`config.mk`:
```
export PLATFORM = sky130hd
export DESIGN_NAME = dtlb_lookup
export DESIGN_NICKNAME = d
export VERILOG_FILES = /design/src/rtl/dtlb_lookup.sv
export SDC_FILE = /design/constraint.sdc
export NUM_CORES = 1
export LEC_CHECK = 0
export ABC_CLOCK_PERIOD_IN_PS = 7980
export BUFFER_PORTS_ARGS = -buffer_cell sky130_fd_sc_hd__buf_2
export CAP_MARGIN = 20
export CELL_PAD_IN_SITES_DETAIL_PLACEMENT = 1
export CELL_PAD_IN_SITES_GLOBAL_PLACEMENT = 1
export CORE_MARGIN = 2
export CORE_UTILIZATION = 40
export DETAILED_ROUTE_END_ITERATION = 12
export GPL_TIMING_DRIVEN = 0
export PLACE_DENSITY = 0.77
export SLEW_MARGIN = 25
export SYNTH_ARGS = -nofsm -noshare
export SYNTH_HDL_FRONTEND = slang
export SYNTH_SLANG_ARGS = --single-unit
```
`constraint.sdc`:
```
create_clock -name clk -period 7.98 [get_ports clk]
set_input_delay 0.399 -clock clk [delete_from_list [all_inputs] [get_ports clk]]
set_output_delay 0.399 -clock clk [all_outputs]
set_load 0.05 [all_outputs]
```
`src/rtl/dtlb_lookup.sv`:
```
// Fully-associative data TLB with round-robin replacement, demand walks and
// next-page prefetch; drives single-cycle hit/miss/prefetch event pulses.
module dtlb_lookup #(
   parameter int ENTRIES = 8,
   parameter int VPN_W   = 20,
   parameter int PPN_W   = 20
) (
   input  logic             clk,
   input  logic             rst_n,
   input  logic             req_valid,
   output logic             req_ready,
   input  logic [VPN_W-1:0] req_vpn,
   output logic             resp_valid,
   output logic [PPN_W-1:0] resp_ppn,
   output logic             walk_req_valid,
   output logic [VPN_W-1:0] walk_req_vpn,
   output logic             walk_req_prefetch,
   input  logic             walk_resp_valid,
   input  logic [PPN_W-1:0] walk_resp_ppn,
   output logic             tlb_hit,
   output logic             tlb_miss,
   output logic             tlb_prefetch
);

   localparam int IDX_W = $clog2(ENTRIES);

   typedef enum logic [2:0] {
      IDLE, LOOKUP, WALK, RESP, PREF, PWALK
   } state_t;

   state_t             state, state_nxt;
   logic [ENTRIES-1:0] valid;
   logic [VPN_W-1:0]   vpn_mem [ENTRIES];
   logic [PPN_W-1:0]   ppn_mem [ENTRIES];
   logic [IDX_W-1:0]   vptr;
   logic [VPN_W-1:0]   cur_vpn;
   logic [VPN_W-1:0]   pf_vpn;
   logic [PPN_W-1:0]   ppn_q;

   logic               hit;
   logic [PPN_W-1:0]   hit_ppn;
   logic [VPN_W-1:0]   cmp_vpn;
   logic               install;
   logic [VPN_W-1:0]   install_vpn;

   assign pf_vpn  = cur_vpn + 1'b1;
   assign cmp_vpn = (state == PREF) ? pf_vpn : cur_vpn;

   // NOTE: every variable written in always_comb gets a default first so no latch is inferred.
   always_comb begin
      hit     = 1'b0;
      hit_ppn = '0;
      for (int i = 0; i < ENTRIES; i++) begin
         if (valid[i] && vpn_mem[i] == cmp_vpn) begin
            hit     = 1'b1;
            hit_ppn = ppn_mem[i];
         end
      end
   end

   always_comb begin
      install     = 1'b0;
      install_vpn = cur_vpn;
      state_nxt   = state;
      case (state)
         IDLE:   if (req_valid) state_nxt = LOOKUP;
         LOOKUP: state_nxt = hit ? IDLE : WALK;
         WALK: begin
            if (walk_resp_valid) begin
               install   = 1'b1;
               state_nxt = RESP;
            end
         end
         RESP:   state_nxt = PREF;
         PREF:   state_nxt = hit ? IDLE : PWALK;
         PWALK: begin
            if (walk_resp_valid) begin
               install     = 1'b1;
               install_vpn = pf_vpn;
               state_nxt   = IDLE;
            end
         end
         default: state_nxt = IDLE;
      endcase
   end

   // NOTE: sequential state uses non-blocking assignments so all registers update together at the edge.
   always_ff @(posedge clk or negedge rst_n) begin
      if (!rst_n) begin
         state   <= IDLE;
         valid   <= '0;
         vptr    <= '0;
         cur_vpn <= '0;
         ppn_q   <= '0;
      end else begin
         state <= state_nxt;
         if (state == IDLE && req_valid) cur_vpn <= req_vpn;
         if (state == WALK && walk_resp_valid) ppn_q <= walk_resp_ppn;
         if (install) begin
            valid[vptr] <= 1'b1;
            vptr        <= vptr + 1'b1;
         end
      end
   end

   // NOTE: the tag/data arrays are not reset; the valid bits alone qualify them.
   always_ff @(posedge clk) begin
      if (install) begin
         vpn_mem[vptr] <= install_vpn;
         ppn_mem[vptr] <= walk_resp_ppn;
      end
   end

   assign req_ready         = (state == IDLE);
   assign tlb_hit           = (state == LOOKUP) && hit;
   assign tlb_miss          = (state == LOOKUP) && !hit;
   assign tlb_prefetch      = (state == PREF) && !hit;
   assign resp_valid        = tlb_hit || (state == RESP);
   assign resp_ppn          = tlb_hit ? hit_ppn : (state == RESP) ? ppn_q : '0;
   assign walk_req_valid    = (state == WALK) || (state == PWALK);
   assign walk_req_prefetch = (state == PWALK);
   assign walk_req_vpn      = (state == WALK)  ? cur_vpn :
                              (state == PWALK) ? pf_vpn  : '0;

endmodule
```
==> impl_metrics.env, run 1 <==
export IMPL_die_area_mm2=0.0517
export IMPL_synth_common_cells="320 x edfxtp_1, 106 x xnor2_1, 97 x nand2_1"
export IMPL_power_density_mw_per_mm2=346
export IMPL_grt_overflow=0
export IMPL_insertion_delay_ns=0.61
export IMPL_reg2reg_depth=15
export IMPL_hold_slack_ns=0.0156
export IMPL_end_kind="output pin"
export IMPL_synth_edf_count=320
export IMPL_antenna_found_initial=2
export IMPL_cts_root_buf="clkbuf_16"
export IMPL_clock_fmax_ghz=0.130
export IMPL_hpwl_mm=65.2
export IMPL_finalMaxSlewViolations=0
export IMPL_synthTopCellsByArea="edfxtp_1 48%, dfrtp_1 6.8%, xnor2_1 4.6%"
export IMPL_cts_sinks=374
export IMPL_hold_end="cur_vpn[11]"
export IMPL_required_ns=7.58
export IMPL_rsz0062_at_grt="false"
export IMPL_netlist_area_mm2=0.0200
export IMPL_grt_pass1_vias=17241
export IMPL_fin_crit_sh_pct=96.7
export IMPL_cts_resized_gates=0
export IMPL_final_core_util_pct=47.7
export IMPL_ir_drop_mv=0.197
export IMPL_leakagePower_nw=7.98
export IMPL_vias_per_cell=6.58
export IMPL_drtPass1Iterations=5
export IMPL_hold_viol=0
export IMPL_synth_top_cell_by_area="edfxtp_1"
export IMPL_synth_async_sr_flop_share_pct=14.4
export IMPL_ys_seq_area_share_pct=54.9
export IMPL_skew_ns=0.0211
export IMPL_r2r_slack_ns=1.96
export IMPL_synth_most_common_cell="edfxtp_1"
export IMPL_path_class="flip-flop to output pin"
export IMPL_worst_path_max_fanout=10
export IMPL_die_w_um=227
export IMPL_fin_nets=1913
export IMPL_postRouteAntennaNets=0
export IMPL_yosys_warnings=0
export IMPL_pin_count=91
export IMPL_r2r_start="state[2]"
export IMPL_placed_area_mm2=0.0219
export IMPL_synth_nets=1725
export IMPL_relSlewSlack_pct=22.4
export IMPL_cap_violations=0
export IMPL_grt_first_pass_wirelength_mm=124
export IMPL_synth_seq_cells=374
export IMPL_min_period_ns=7.71
export IMPL_drive_gt1_share_pct=16.4
export IMPL_dr_total_vias=16872
export IMPL_netlist_instances=1679
export IMPL_worstSetupStartpointType="flip-flop"
export IMPL_post_drt_wl_per_cell_um=34.1
export IMPL_synth_flop_cell="edfxtp_1"
export IMPL_worstPathArrival_ns=7.31
export IMPL_tightest_slew_ns=1.16
export IMPL_fp_dieH_um=227
export IMPL_gp_congestion=1.02
export IMPL_fin_area_mm2=0.0235
export IMPL_grt_total_usage_pct=34.0
export IMPL_cts_buffers=42
export IMPL_drc=0
export IMPL_tns_ns=0
export IMPL_rr_endpoint="state[0]"
export IMPL_coreArea_mm2=0.0492
export IMPL_htreeDepth=2
export IMPL_rows=81
export IMPL_min_path_type="input pin to flip-flop"
export IMPL_start_util_pct=40.6
export IMPL_setup_viol=0
export IMPL_ys_types=91
export IMPL_run_status="finished clean"
export IMPL_cts_tree="yes"
export IMPL_drtIter0Drc=2177
export IMPL_drt_wl_total_mm=87.4
export IMPL_area_growth_pct=17.5
export IMPL_port_buffers=90
export IMPL_cts_path_max_buffers=3
export IMPL_synth_avg_cell_area_um2=11.9
export IMPL_hold_depth=3
export IMPL_synth_top_area_share_pct=48.1
export IMPL_min_from="req_vpn[11]"
export IMPL_clk_pin_slew_ns=0.06
export IMPL_grt_max_degree=37
power breakdown:
part / leakage, nW / switching (mW) / internal (mW)
Combinational: 3.76 / 2.38 / 1.03
Sequential: 3.53 / 0.190 / 2.49
Clock: 0.680 / 0.869 / 1.14
Total: 7.98 / 3.44 / 4.67
metal layers:
layer	track usage [%]	part of all wire (%)
met1	42.8	38
met3	4.36	7.5
met5	0	0
met2	56.8	48
met4	19.2	6.5
worst max-delay path, cell delays in order (launching register included):
cell	delay (ns)
dfrtp_1	0.47
or3b_1	0.21
buf_6	0.18
buf_2	0.38
buf_2	0.36
clkbuf_1	0.42
buf_1	0.60
buf_2	0.49
nand2_1	0.20
a221oi_1	0.50
o2111ai_1	0.33
nor4_2	0.77
a21oi_1	0.16
nand4b_4	0.22
nand3_2	0.32
clkbuf_1	0.40
o21ai_0	0.36
buf_2	0.33
repair_timing:
| item | 4_1_cts | 5_1_grt |
|---|---|---|
| setup endpoints to repair | 0 | 0 |
| hold buffers | 7 | 0 |
| endpoints found under the hold margin | 24 | 0 |
| buffers inserted | 0 | 0 |
layout make-up:
class                   count  area (µm²)
diodes                      1        2.50
plain buffers             109         429
clock buffers              55        1170
clock inverters            23         238
fillers                  5154       25700
inverters                  45         169
multi-input cells        1151        8640
flip-flops and latches    374       11000
well taps                 664         831
repair buffers            144        1020
cell families after synthesis:
logic type | count (synthesis) | synth area share, %
DFF | 374 | 54.9
xor gates and xnor gates | 175 | 9.89
adders and majority gates | 2 | 0.125
buffers and inverters | 154 | 3.00
muxes | 40 | 2.22
AOI/OAI and AO/OA | 374 | 13.5
and+or+nand+nor | 560 | 16.3
how the worst max path moves through the flow:
stage / startpoint / end / slack, ns / cells after the start
3_5_place_dp: state[2] / resp_ppn[17] / 0.97 / 17
3_3_place_gp: state[1] / valid[0] / -3.55 / 6
2_1_floorplan: state[1] / valid[0] / 2.05 / 6
4_1_cts: state[2] / resp_ppn[17] / 0.31 / 17
6_report: state[2] / resp_ppn[17] / 0.27 / 17
5_1_grt: state[2] / resp_ppn[17] / 0.06 / 17
layout by cell type, fill, tap and decap left out, types with 46 or more instances in the layout:
cell type  instances
nor2_1            62
buf_2            107
nand2_1           97
nor3_1            46
dfrtp_1           54
xnor2_1           98
edfxtp_1         320
o21ai_0           86
clkbuf_1          89
sequential cells by signal (all words and copies together), names as in the netlist:
name and flops:
state 3, vpn_mem 160, vptr 3, cur_vpn 20, valid 8, ppn_q 20
ppn_mem 160
metrics by stage:
step / total power [mW] / cells / worst slack (ns)
after global routing: 8.31 / 2565 / 0.0640
final: 8.10 / 2566 / 0.266
after global placement: 5.87 / 2433 / -3.55
after floorplan: 4.63 / 1679 / 2.05
after detailed placement: 6.00 / 2480 / 0.974
after CTS: 8.01 / 2565 / 0.305
(Power assumes the default switching activity.)
==> inputs of run 2 (changes only) <==
- CELL_PAD_IN_SITES_GLOBAL_PLACEMENT: 1 -> 2
- PLACE_DENSITY: 0.77 -> 0.87
- SLEW_MARGIN: 25 -> default
==> impl_metrics.env, run 2 (same netlist as run 1, synthesis figures left out) <==
export IMPL_final_cell_mix="320 x edfxtp_1, 106 x xnor2_1, 104 x buf_2"
export IMPL_hold_viol=0
export IMPL_drtIter0Drc=1966
export IMPL_hpwl_mm=62.1
export IMPL_power_density_mw_per_mm2=347
export IMPL_dr_total_vias=16440
export IMPL_fin_crit_sh_pct=96.7
export IMPL_skew_ns=0.0200
export IMPL_die_area_mm2=0.0517
export IMPL_pin_count=91
export IMPL_busiest_layer="met2"
export IMPL_layout_setup_ws_ns=0.264
export IMPL_path_class="flip-flop to output pin"
export IMPL_ir_drop_mv=0.189
export IMPL_leakagePower_nw=7.85
export IMPL_relSlewSlack_pct=15.7
export IMPL_min_period_ns=7.72
export IMPL_clk_pin_slew_ns=0.06
export IMPL_dp_slack_ns=1.16
export IMPL_power_share_sequential_pct=33.3
export IMPL_cap_violations=0
export IMPL_gp_congestion=1.00
export IMPL_postRouteAntennaNets=0
export IMPL_rows=81
export IMPL_cts_buffers=43
export IMPL_antenna_found_initial=5
export IMPL_vias_per_cell=6.43
export IMPL_final_instance_count_excl_fill=2557
export IMPL_min_from="req_vpn[11]"
export IMPL_coreArea_mm2=0.0492
export IMPL_final_core_util_pct=47.2
export IMPL_worst_path_max_fanout=10
export IMPL_htreeDepth=2
export IMPL_grt_total_usage_pct=32.3
export IMPL_die_w_um=227
export IMPL_cts_sinks=374
export IMPL_drc=0
export IMPL_post_cts_buffers=0
export IMPL_grt_pass1_vias=16615
export IMPL_setup_viol=0
export IMPL_start_util_pct=40.6
export IMPL_area_growth_pct=16.3
export IMPL_insertion_delay_ns=0.59
export IMPL_rsz0062_at_grt="false"
export IMPL_drtPass1Iterations=5
export IMPL_end_kind="output pin"
export IMPL_clkPwrFrac_pct=25.6
export IMPL_globalRouteMet2Util_pct=53.0
export IMPL_grt_max_degree=55
export IMPL_fillCellCount=5223
export IMPL_tightest_slew_ns=1.25
export IMPL_grt_overflow=0
export IMPL_fin_area_mm2=0.0232
export IMPL_drive_gt1_share_pct=15.2
export IMPL_cts_path_max_buffers=3
export IMPL_r2r_start="cur_vpn[1]"
export IMPL_grt_met3_usage_pct=6.16
export IMPL_clock_fmax_ghz=0.130
export IMPL_reg_top3="ppn_mem x160, vpn_mem x160"
export IMPL_crit_start="state[0]"
export IMPL_comb_power_share_pct=41.1
export IMPL_internal_power_mw=4.73
export IMPL_worstPathArrival_ns=7.32
export IMPL_cts_root_buf="clkbuf_16"
export IMPL_required_ns=7.58
export IMPL_power_switching_mw=3.33
export IMPL_fin_nets=1904
export IMPL_placed_area_mm2=0.0217
export IMPL_worstSetupStartpointType="flip-flop"
export IMPL_min_path_type="input pin to flip-flop"
export IMPL_drt_wl_total_mm=82.6
export IMPL_cts_tree="yes"
export IMPL_dpl_cell_count=2469
export IMPL_port_buffers=90
export IMPL_finalMaxSlewViolations=0
export IMPL_run_status="finished clean"
export IMPL_layout_commonest_cell="edfxtp_1"
export IMPL_switching_share_pct=41.4
export IMPL_fp_dieH_um=227
export IMPL_post_drt_wl_per_cell_um=32.3
export IMPL_grt_first_pass_wirelength_mm=118
export IMPL_met1_usage_pct=40.8
-- run 2: changes by cell type in the layout (fill, tap and decap cells not counted), moves of 4 or more --
cell,change
buf_16,-7
clkinv_1,-6
nor4_1,+6
xnor2_1,+8
clkbuf_1,+5
buf_6,+10
nor4_2,-4
buf_4,-12
xnor2_2,-8
dlygate4sd3_1,-6
-- run 2: power groups by stage --
stage               Sequential, mW  Combinational [mW]  Clock, mW
finish                        2.69                3.31       2.07
global route                  2.70                3.44       2.15
CTS                           2.68                3.23       2.08
detailed placement            2.71                3.22          0
global placement              2.72                3.10          0
floorplan                     2.64                1.99          0
-- run 2: repair_timing --
action                                 CTS  global route
gates resized for setup                  0             0
hold buffers                             1             0
endpoints found under the hold margin   54             0
-- run 2: critical path, stage by stage (launching register included) --
cell       delay, ns
dfrtp_1         0.54
or3b_1          0.19
buf_6           0.16
buf_2           0.32
buf_2           0.35
clkbuf_1        0.44
buf_1           0.54
buf_2           0.48
nand2_1         0.10
o31a_1          0.22
a2111oi_0       0.91
nand4b_1        0.48
a211oi_1        0.39
clkbuf_1        0.54
and2_1          0.23
o221ai_1        0.13
o21ai_0         0.34
buf_2           0.34
-- run 2: layer usage --
metal  part of all wire (%)  wire [µm]
met1                     38      31400
met2                     47      38700
met3                    9.3       7660
met4                    5.9       4880
met5                  0.029         24
-- run 2: worst paths after layout --
path,end,slack [ns],cells past startpoint
max,resp_ppn[3],0.26,17
min,cur_vpn[11],0.02,3
max reg2reg,state[0],2.08,12
min reg2reg,valid[3],0.49,1
max in group asynchronous,ppn_q[4],6.93,2
min in group asynchronous,cur_vpn[2],0.45,2
-- run 2: area by class of cell --
class / instances / area, µm² / share of cell area (%)
Antenna cell: 2 / 5.00 / 0.0216
Inverter: 45 / 169 / 0.728
Sequential cell: 374 / 11000 / 47.2
Tap cell: 664 / 831 / 3.58
Timing Repair Buffer: 134 / 888 / 3.83
Clock buffer: 62 / 1240 / 5.34
Multi-Input combinational cell: 1151 / 8490 / 36.6
Clock inverter: 16 / 206 / 0.889
Buffer: 109 / 429 / 1.85
-- run 2: metrics by stage --
step	setup TNS (ns)	hold slack [ns]	total power [mW]
after global routing	0	0.0218	8.29
after CTS	0	0.0139	7.99
after detailed placement	0	0.476	5.93
final	0	0.0208	8.06
after global placement	-266.92	0.453	5.81
after floorplan	0	0.103	4.63
